## src/rtl/bsg_manycore_pkt_encode_pipe.sv

```systemverilog
// Registered manycore packet encoder with store-credit and load-id tracking.
// Packet layout (MSB..LSB): addr, op, op_ex, load_id, payload, src_y, src_x, y, x.
// Op encoding: 0 = load, 1 = store, 2 = swap-acquire, 3 = swap-release.
module bsg_manycore_pkt_encode_pipe #(
    parameter int x_cord_width_p       = 6,
    parameter int y_cord_width_p       = 6,
    parameter int data_width_p         = 32,
    parameter int addr_width_p         = 25,
    parameter int load_id_width_p      = 5,
    parameter int epa_addr_width_p     = 17,
    parameter int dram_ch_addr_width_p = 24,
    parameter int num_dram_ch_p        = 4,
    parameter int dram_ch_start_col_p  = 0,
    parameter int max_out_credits_p    = 16,
    parameter int max_out_loads_p      = 8,
    localparam int mask_width_lp   = data_width_p / 8,
    localparam int packet_width_lp = addr_width_p + 2 + mask_width_lp + load_id_width_p
                                     + data_width_p + 2 * (x_cord_width_p + y_cord_width_p),
    localparam int credit_width_lp = $clog2(max_out_credits_p + 1)
) (
    input  logic                        clk_i,
    input  logic                        reset_i,
    input  logic                        v_i,
    output logic                        ready_o,
    input  logic [31:0]                 addr_i,
    input  logic [data_width_p-1:0]     data_i,
    input  logic [mask_width_lp-1:0]    mask_i,
    input  logic                        we_i,
    input  logic                        swap_aq_i,
    input  logic                        swap_rl_i,
    input  logic [x_cord_width_p-1:0]   my_x_i,
    input  logic [y_cord_width_p-1:0]   my_y_i,
    input  logic [x_cord_width_p-1:0]   tile_group_x_i,
    input  logic [y_cord_width_p-1:0]   tile_group_y_i,
    output logic                        v_o,
    output logic [packet_width_lp-1:0]  data_o,
    input  logic                        ready_i,
    input  logic                        credit_v_i,
    input  logic                        load_return_v_i,
    input  logic [load_id_width_p-1:0]  load_return_id_i,
    output logic                        error_v_o,
    output logic [credit_width_lp-1:0]  credits_o,
    output logic [max_out_loads_p-1:0]  loads_busy_o
);

    typedef enum logic [1:0] {
        op_load    = 2'd0,
        op_store   = 2'd1,
        op_swap_aq = 2'd2,
        op_swap_rl = 2'd3
    } op_e;

    localparam int dram_ch_bits_lp = $clog2(num_dram_ch_p);
    localparam logic [31:0] dram_ch_mask_lp = (32'd1 << dram_ch_bits_lp) - 32'd1;

    logic [31:0]                 dram_ch;
    logic                        is_dram, is_global, is_remote, is_network, is_loadlike;
    logic [x_cord_width_p-1:0]   pkt_x;
    logic [y_cord_width_p-1:0]   pkt_y;
    logic [addr_width_p-1:0]     pkt_addr;
    op_e                         pkt_op;
    logic [load_id_width_p-1:0]  pkt_load_id, free_id;
    logic                        has_free;
    logic                        fifo_full, accept_net, deq;
    logic [packet_width_lp-1:0]  pkt;
    logic [packet_width_lp-1:0]  fifo_mem [2];
    logic                        wr_ptr, rd_ptr;
    logic [1:0]                  fifo_count;
    logic                        credits_full, credit_return;
    logic [max_out_loads_p-1:0]  return_mask, alloc_mask, clear_mask;

    // Address decode and per-class field extraction; DRAM wins over global over remote.
    always_comb begin
        dram_ch   = (addr_i >> dram_ch_addr_width_p) & dram_ch_mask_lp;
        is_dram   = addr_i[31] && (dram_ch < 32'(num_dram_ch_p));
        is_global = (addr_i[31:30] == 2'b01);
        is_remote = (addr_i[31:29] == 3'b001);
        is_network = is_dram || is_global || is_remote;
        pkt_x    = '0;
        pkt_y    = '0;
        pkt_addr = '0;
        if (addr_i[31]) begin
            pkt_x    = x_cord_width_p'(dram_ch + 32'(dram_ch_start_col_p));
            pkt_y    = '1;
            pkt_addr = addr_width_p'({1'b0, addr_i[dram_ch_addr_width_p-1:0]});
        end else if (is_global) begin
            pkt_x    = x_cord_width_p'(addr_i[22:17]);
            pkt_y    = y_cord_width_p'(addr_i[28:23]);
            pkt_addr = addr_width_p'(addr_i[epa_addr_width_p-1:0]);
        end else begin
            pkt_x    = x_cord_width_p'(addr_i[22:17]) + tile_group_x_i;
            pkt_y    = y_cord_width_p'(addr_i[28:23]) + tile_group_y_i;
            pkt_addr = addr_width_p'(addr_i[epa_addr_width_p-1:0]);
        end
        if (swap_aq_i)      pkt_op = op_swap_aq;
        else if (swap_rl_i) pkt_op = op_swap_rl;
        else if (we_i)      pkt_op = op_store;
        else                pkt_op = op_load;
        is_loadlike = (pkt_op != op_store);
    end

    // Lowest-index free load id, taken from the registered busy vector only.
    always_comb begin
        has_free = 1'b0;
        free_id  = '0;
        for (int i = max_out_loads_p - 1; i >= 0; i--) begin
            if (!loads_busy_o[i]) begin
                has_free = 1'b1;
                free_id  = load_id_width_p'(i);
            end
        end
    end

    // Acceptance and packet assembly; non-network requests are always consumed.
    always_comb begin
        fifo_full  = (fifo_count == 2'd2);
        ready_o    = is_network ? (!fifo_full && (credits_o != '0) && (!is_loadlike || has_free))
                                : 1'b1;
        accept_net = v_i && ready_o && is_network;
        pkt_load_id = is_loadlike ? free_id : '0;
        pkt = {pkt_addr, pkt_op, mask_i, pkt_load_id, data_i, my_y_i, my_x_i, pkt_y, pkt_x};
    end

    // One-hot masks for the load id being allocated and the one being returned.
    always_comb begin
        return_mask = '0;
        alloc_mask  = '0;
        for (int i = 0; i < max_out_loads_p; i++) begin
            return_mask[i] = load_return_v_i && (load_return_id_i == load_id_width_p'(i));
            alloc_mask[i]  = accept_net && is_loadlike && (free_id == load_id_width_p'(i));
        end
        clear_mask = return_mask & loads_busy_o;
    end

    assign deq     = v_o && ready_i;
    assign v_o     = (fifo_count != 2'd0);
    assign data_o  = fifo_mem[rd_ptr];
    assign credits_full  = (credits_o == credit_width_lp'(max_out_credits_p));
    assign credit_return = credit_v_i && !credits_full;

    // Two-entry output FIFO pointers and occupancy.
    always_ff @(posedge clk_i) begin
        if (reset_i) begin
            wr_ptr     <= 1'b0;
            rd_ptr     <= 1'b0;
            fifo_count <= 2'd0;
        end else begin
            if (accept_net) wr_ptr <= ~wr_ptr;
            if (deq)        rd_ptr <= ~rd_ptr;
            fifo_count <= fifo_count + {1'b0, accept_net} - {1'b0, deq};
        end
    end

    // FIFO storage; contents are don't-care while the entry is empty.
    always_ff @(posedge clk_i) begin
        if (accept_net) fifo_mem[wr_ptr] <= pkt;
    end

    // Store credits: spend on accept, refund on credit return, saturate at the maximum.
    always_ff @(posedge clk_i) begin
        if (reset_i) begin
            credits_o <= credit_width_lp'(max_out_credits_p);
        end else if (accept_net && !credit_return) begin
            credits_o <= credits_o - credit_width_lp'(1);
        end else if (!accept_net && credit_return) begin
            credits_o <= credits_o + credit_width_lp'(1);
        end
    end

    // Busy load ids and the one-cycle error pulse for consumed non-network requests.
    always_ff @(posedge clk_i) begin
        if (reset_i) begin
            loads_busy_o <= '0;
            error_v_o    <= 1'b0;
        end else begin
            loads_busy_o <= (loads_busy_o & ~clear_mask) | alloc_mask;
            error_v_o    <= v_i && !is_network;
        end
    end

`ifndef SYNTHESIS
    // Flag protocol misuse from the core or the network in simulation.
    always_ff @(posedge clk_i) begin
        if (!reset_i) begin
            if (credit_v_i && credits_full)
                $error("credit returned while credit count is already at maximum");
            if (load_return_v_i && (clear_mask == '0))
                $error("load return for id %0d which is not busy", load_return_id_i);
            if (v_i && !is_network && (swap_aq_i || swap_rl_i))
                $error("swap issued to a non-network address %h", addr_i);
        end
    end
`endif

endmodule

```

## config.mk

```make
export PLATFORM = sky130hd
export DESIGN_NAME = bsg_manycore_pkt_encode_pipe
export DESIGN_NICKNAME = d
export VERILOG_FILES = /design/src/rtl/bsg_manycore_pkt_encode_pipe.sv
export SDC_FILE = /design/constraint.sdc
export NUM_CORES = 1
export LEC_CHECK = 0
export BUFFER_PORTS_ARGS = -buffer_cell sky130_fd_sc_hd__buf_2
export CAP_MARGIN = 20
export CORE_MARGIN = 2
export CORE_UTILIZATION = 24
export CTS_CLUSTER_SIZE = 16
export DETAILED_ROUTE_END_ITERATION = 10
export PLACE_DENSITY = 0.41
export SLEW_MARGIN = 20
export SYNTH_ARGS = -nofsm -noshare
export SYNTH_HDL_FRONTEND = slang
export SYNTH_SLANG_ARGS = --single-unit
```

## constraint.sdc

```tcl
create_clock -name clk_i -period 7.8 [get_ports clk_i]
set_input_delay 0.39 -clock clk_i [delete_from_list [all_inputs] [get_ports clk_i]]
set_output_delay 0.39 -clock clk_i [all_outputs]
set_load 0.005 [all_outputs]
```

# After elaboration in Yosys (flattened, before gate mapping)
# Memories as Yosys holds them, arrays and structs flattened. A register that Yosys moved wholly into a read port is not among the register bits.
# Cells that the tools add are included.
# totals
n_memories	1
inputBits	106
out_inout_bits	108
ram_bits	182
ff_bits	18
elab_cells	112
# op_classes
n_eq_ne	19
mux	32
addsub	6
bitwise_logic	6
reduce_logical	41
magnitude_cmp	1
# memory_table
memory	depth	word_bits	read_ports	rd_ports_with_merged_regs	write_ports	line_no	rtl
fifo_mem	2	91	1	1	1	66	logic [packet_width_lp-1:0] fifo_mem [2];
# ops
op	count
5-bit 2-to-1 mux	10
5-bit by 3-bit equality test with 1-bit output (second input constant)	8
1-bit logical AND	27
24-bit 2-to-1 mux	1
6-bit 2-to-1 mux	4
5-bit by 2-bit equality test with 1-bit output (second input constant)	4
8-bit bitwise AND	2
1-bit 2-to-1 mux	14
6-bit adder	2
5-bit by 1-bit equality test with 1-bit output (second input constant)	2
5-bit logical NOT	2
8-bit inverter	1
8-bit bitwise OR	1
1-bit logical NOT	6
5-bit by 1-bit adder with 5-bit output (second input constant)	1
5-bit equality test (second input constant)	1
5-bit nonzero test	1
5-bit by 1-bit subtractor with 5-bit output (second input constant)	1
2-bit 2-to-1 mux	2
2-bit nonzero test	2
3-bit by 1-bit equality test with 1-bit output (second input constant)	1
1-bit logical OR	3
2-bit by 3-bit less-than comparator with 1-bit output (second input constant)	1
3-bit 2-to-1 mux	1
other kinds (6)	7

# Logic depth before layout (Yosys ltp)
# logic_depth
depth_word	17
mapped_depth	11
mapped_depth_nobuf	10

# Worst setup path before layout
# Ideal clock, no wire load.
# synth_path
path_kind	input to register
startpoint	in swap_rl_i
endpoint	mem fifo_mem[0][0] (netlist name), enable pin
setup_time_ns	0.646
t_required_ns	7.154
path_buffers	0
stages	3
path_slack_ns	0.279
arrival_ns	6.875
path_cell_list	nor3b_2 -> nor4_1 -> nor3_1
# synth_via
elab_chain_len	11
# synth_lines
element	line_no	rtl
start: declaration	30	input logic swap_rl_i,
2-bit 2-to-1 mux	96	else if (swap_rl_i) pkt_op = op_swap_rl;
2-bit 2-to-1 mux	95	if (swap_aq_i) pkt_op = op_swap_aq;
2-bit by 1-bit != test with 1-bit output	99	is_loadlike = (pkt_op != op_store);
1-bit logical NOT	117	ready_o = is_network ? (!fifo_full && (credits_o != '0) && (!is_loadlike || has_free))
1-bit logical OR	117	
1-bit logical AND	117	
1-bit 2-to-1 mux	117	
1-bit logical AND (2 in series)	119	accept_net = v_i && ready_o && is_network;
1-bit 2-to-1 mux	156	if (accept_net) fifo_mem[wr_ptr] <= pkt;
1-bit 2-to-1 mux (implied by the code)	156	
end: declaration	66	
# Every way passes these cells.

# Final worst setup path
# layout_path
startpoint	reg loads_busy_o[1]
endpoint	reg credits_o[4]
# layout_via
elab_chain_len	10
elab_cells_between_ends	12
cone_classes	4 x mux; 8 x reduce/logical
# layout_lines
element	line_no	rtl
start: declaration	43	output logic [max_out_loads_p-1:0] loads_busy_o
start signal: assignment	176	loads_busy_o <= (loads_busy_o & ~clear_mask) | alloc_mask;
1-bit 2-to-1 mux * (2 in series)	107	if (!loads_busy_o[i]) begin
1-bit logical OR *	117	
1-bit logical AND *	117	
1-bit 2-to-1 mux *	117	
1-bit logical AND * (2 in series)	119	
1-bit logical NOT	165	end else if (!accept_net && credit_return) begin
1-bit logical AND	165	
2-bit nonzero test (no source line)	-	
end signal: assignment	162	credits_o <= credit_width_lp'(max_out_credits_p);
end signal: assignment	164	credits_o <= credits_o - credit_width_lp'(1);
end signal: assignment	166	credits_o <= credits_o + credit_width_lp'(1);
end: declaration	42	output logic [credit_width_lp-1:0] credits_o,
# Every way passes the cells marked *; elsewhere a longest branch is shown, timed or not.
# A chain may end at the register's enable or synchronous reset.

==> flow_results.org <==
** Layout
- After the last flow step, the layout net total stands at 845.
- After the flow finishes, the layout carries non-filler instances totaling 1181.
- Layout-stage area growth over the synthesis result :: 25.5%
- Number of fill cells :: 3407
- Share of final-layout standard cells stronger than drive strength 1 :: 0.467
- The repair_antennas step left the layout with diodes totalling 0.

** Timing
- Setup violations remaining at the end of the flow were counted as 0.
- Clock skew on the completed layout was measured at 0.0147 ns.
- RSZ-0062 raised after global routing :: false
- Max Fclk :: 0.301 GHz
- Setup slack on the critical path of the routed design comes to 4.48 ns.
- Number of endpoints with negative hold slack in the final report :: 0
- In the final timing run, aggregate negative setup slack is 0 ns.
- Worst slew slack as a fraction of its limit :: 0.407
- At the pin with the least slew margin, the transition time is 0.890 ns.
- In the finished design, the share of the clock period the worst path needs comes to 0.426.
- The smallest clock period supported by the final layout is computed as 3.32 ns.
- The count of final max-slew check failures is 0.

** Floorplanning
- Initial core utilization :: 0.244
- In this run the horizontal extent of the chip is 189 um.
- The region available for standard cell placement spans 33500 sq um.
- The die covers 35600 sq um.
- The die is 189 um tall.
- 214 I/O pins were placed.
- Standard-cell rows :: 67

** Power and ir drop
- Of the total power, the clock network draws 0.259.
- PD cells :: 309 nW/um^2
- The share of total power dissipated in sequential elements is 0.464.
- Of the total power, the share spent switching nets is 0.290.
- Net load switching power :: 922 uW
- The share of total power dissipated in combinational logic is 0.277.
- The internal portion of the total power is 2.25 mW.
- Pleak :: 3.85 nW
- IR analysis of the VDD net gives a maximum drop of 0.155 mV.

** Route
- In the routed design, unresolved DRC markers number 0.
- 1st-iter DRT viols :: 213
- Length of the first detailed-routing pass in iterations :: 4
- Average detailed-routed wire length per instance :: 15.9 um
- Summed over all layers, the routed wires come to 18800 um.
- Routed Antenna Nets :: 0
- Across all layers, the routed design uses 4900 vias.
- Using the TritonRoute via totals, the vias-per-cell ratio works out to 4.15.

** Logic synthesis
- Most frequently used cell type in the post-synthesis netlist :: sky130_fd_sc_hd__edfxtp_1
- Counting every instance in the synthesized netlist gives 506.
- The share of synthesized area in the top cell type comes to 0.653.
- In this run, synthesis inferred 178 flip-flops with an integrated enable.
- Cell types with the largest area share after synthesis :: sky130_fd_sc_hd__edfxtp_1, sky130_fd_sc_hd__mux2_2, sky130_fd_sc_hd__dfxtp_1
- Number of register bits inferred by synthesis :: 197
- Post-synthesis instance area :: 8190 sq um
- Post-synth top cells :: sky130_fd_sc_hd__edfxtp_1, sky130_fd_sc_hd__mux2_2, sky130_fd_sc_hd__a21oi_1, sky130_fd_sc_hd__dfxtp_1, sky130_fd_sc_hd__nor2_1
- For this run, the number of Yosys warnings is 0.
- After synthesis, the share of flip-flops with an asynchronous set or reset is 0.
- Number of distinct library cells after synthesis :: 50
- The largest total area in the synthesized netlist belongs to sky130_fd_sc_hd__edfxtp_1.
- Register area share after synthesis :: 0.699
- Dividing the synthesized area by the synthesized cell count gives 16.2 sq um.
- Top_reg_cell synth :: sky130_fd_sc_hd__edfxtp_1

** Clock network
- The later pin in the worst-skew pair is clocked with a latency of 0.43 ns.
- Number of buffers added for setup after CTS :: 0
- The clock passes through at most 2 buffers.
- Clock tree from TritonCTS :: built
- H-tree lvl count :: 4
- Buffers inserted during clock tree synthesis total 17.
- Clock-pin slew on the worst setup and hold paths :: 0.07 ns
- Quantity of hold-fixing buffers added after cts :: 0
- Clock tree synthesis found a total of 197 sinks.
- In this run the clock root is driven by a sky130_fd_sc_hd__clkbuf_16.
- Number of gates given a new drive strength after cts :: 0

** Global routing
- The number of antenna violations at the first check in global routing was 0.
- The first global-routing pass estimated 29500 um of wire.
- Entering global routing, the biggest net connects 61 pins.
- In the global route stage, overall resource usage came out at 0.108.
- Vias in the first global route :: 5278
- The total overflow left after global routing is 0.

** Placement
- IO Port Bufs :: 210
- Placed cell count :: 1149
- The wire-length estimate of the detail-placed layout is 13300 um.
- Routability-driven placement finished with a final weighted congestion of 0.816.
- Worst slack at placement :: 4.33 ns

** Setup path
- Startpoint-to-endpoint class of the critical path :: reg -> reg
- CP startpoint kind :: flip-flop
- Required time of the worst setup path :: 8.11 ns
- The worst setup path is captured at a flip-flop.
- Of all nets on the critical path, the largest fanout is 7.
- Data on the critical path arrives at its endpoint at 3.63 ns.

** Hold path
- The path class of the tightest hold or removal check is in -> reg.

** Flow run
- Across the run, the number of max-cap violations was 0.

** Status
- The run finished with clean final reports.
-- kinds of logic after synthesis --
logic type                 synth area share
muxes                                 0.131
adders and majority gates            0.0318
DFF                                   0.699
xor gates and xnor gates             0.0150
other                              0.000458
and+or+nand+nor                      0.0594
AOI/OAI and AO/OA                    0.0426
buffers and inverters                0.0208
-- path summary, 6_finish.rpt --
| path | start | end | slack (ns) | cells past startpoint |
|---|---|---|---|---|
| worst max-delay path | loads_busy_o[1] | credits_o[4] | 4.48 | 10 |
| worst min-delay path | data_i[30] | fifo_mem[0][54] | 0.15 | 1 |
| worst max register to register | loads_busy_o[1] | credits_o[4] | 4.48 | 10 |
| worst min register to register | loads_busy_o[0] | loads_busy_o[0] | 0.52 | 2 |
-- worst max-delay path, cell delays in order, from the launching register on --
cell,delay (ns)
sky130_fd_sc_hd__dfxtp_1,0.44
sky130_fd_sc_hd__nand2_1,0.15
sky130_fd_sc_hd__nor4_1,0.56
sky130_fd_sc_hd__nor2_1,0.23
sky130_fd_sc_hd__ha_1,0.35
sky130_fd_sc_hd__fa_1,0.44
sky130_fd_sc_hd__a21o_1,0.18
sky130_fd_sc_hd__a21oi_1,0.16
sky130_fd_sc_hd__xor2_1,0.19
sky130_fd_sc_hd__nor3_1,0.06
sky130_fd_sc_hd__or3b_2,0.44
-- sequential cells by signal (all words and copies together) (netlist names), named ones only --
name and flops:
error_v_o 1, credits_o 5, fifo_count 2, wr_ptr 1
loads_busy_o 8, rd_ptr 1, fifo_mem 178
-- metal layers --
metal  up-vias  track usage  share of wire
met5         -            0              0
met4         0       0.0421          0.018
met2       143        0.181           0.48
met1      2393        0.133           0.45
li1       2346            -              -
met3        18       0.0272          0.051
-- layout make-up --
cell class | count | area [sq um] | area share
clock buffer | 20 | 437 | 0.0425
sequential | 197 | 5730 | 0.557
inverter | 15 | 56.3 | 0.00548
timing repair buffer | 214 | 1080 | 0.105
tap | 448 | 561 | 0.0545
clock inverter | 12 | 105 | 0.0102
multi-input combinational | 275 | 2310 | 0.225
-- placed cells by master (no fill, tap or decap), types with 3 or more instances in the layout --
cell                         count
sky130_fd_sc_hd__o21ai_0        16
sky130_fd_sc_hd__conb_1          3
sky130_fd_sc_hd__nand2b_1        3
sky130_fd_sc_hd__nand2_1        18
sky130_fd_sc_hd__nor3_1          6
sky130_fd_sc_hd__a21o_1          6
sky130_fd_sc_hd__nor2b_1         3
sky130_fd_sc_hd__a21oi_1        19
sky130_fd_sc_hd__mux2i_1         6
sky130_fd_sc_hd__xor2_1          7
sky130_fd_sc_hd__edfxtp_1      178
sky130_fd_sc_hd__nand3_1         3
sky130_fd_sc_hd__and2_1          7
sky130_fd_sc_hd__clkbuf_16      17
sky130_fd_sc_hd__inv_1          15
sky130_fd_sc_hd__ha_1           16
sky130_fd_sc_hd__o31ai_1         4
sky130_fd_sc_hd__nor3b_1         5
sky130_fd_sc_hd__a211oi_1        4
sky130_fd_sc_hd__buf_4           4
sky130_fd_sc_hd__clkbuf_1        3
sky130_fd_sc_hd__nor4b_1         4
sky130_fd_sc_hd__buf_2         210
sky130_fd_sc_hd__dfxtp_1        18
sky130_fd_sc_hd__clkinvlp_4      3
sky130_fd_sc_hd__mux2_2         90
sky130_fd_sc_hd__xnor2_1         7
sky130_fd_sc_hd__fa_1            3
sky130_fd_sc_hd__nor2_1         19
-- power by group through the flow --
stage | combinational [mW] | sequential (mW) | clock (mW)
after floorplan | 0.548 | 1.49 | 0
after global placement | 0.894 | 1.49 | 0
after detailed placement | 0.900 | 1.50 | 0
after CTS | 0.908 | 1.48 | 0.858
after global routing | 0.975 | 1.50 | 0.895
final | 0.881 | 1.47 | 0.822
-- per-stage QoR --
step | utilization | instance area (sq um) | power (mW) | hold WS, ns
global placement | 0.290 | 9740 | 2.38 | 0.493
detailed placement | 0.290 | 9740 | 2.40 | 0.502
floorplan | - | 8200 | 2.04 | 0.481
CTS | 0.307 | 10300 | 3.24 | 0.118
finish | 0.307 | 10300 | 3.18 | 0.149
global route | 0.307 | 10300 | 3.37 | 0.123
No activity file was read; power rests on OpenSTA's default activity.
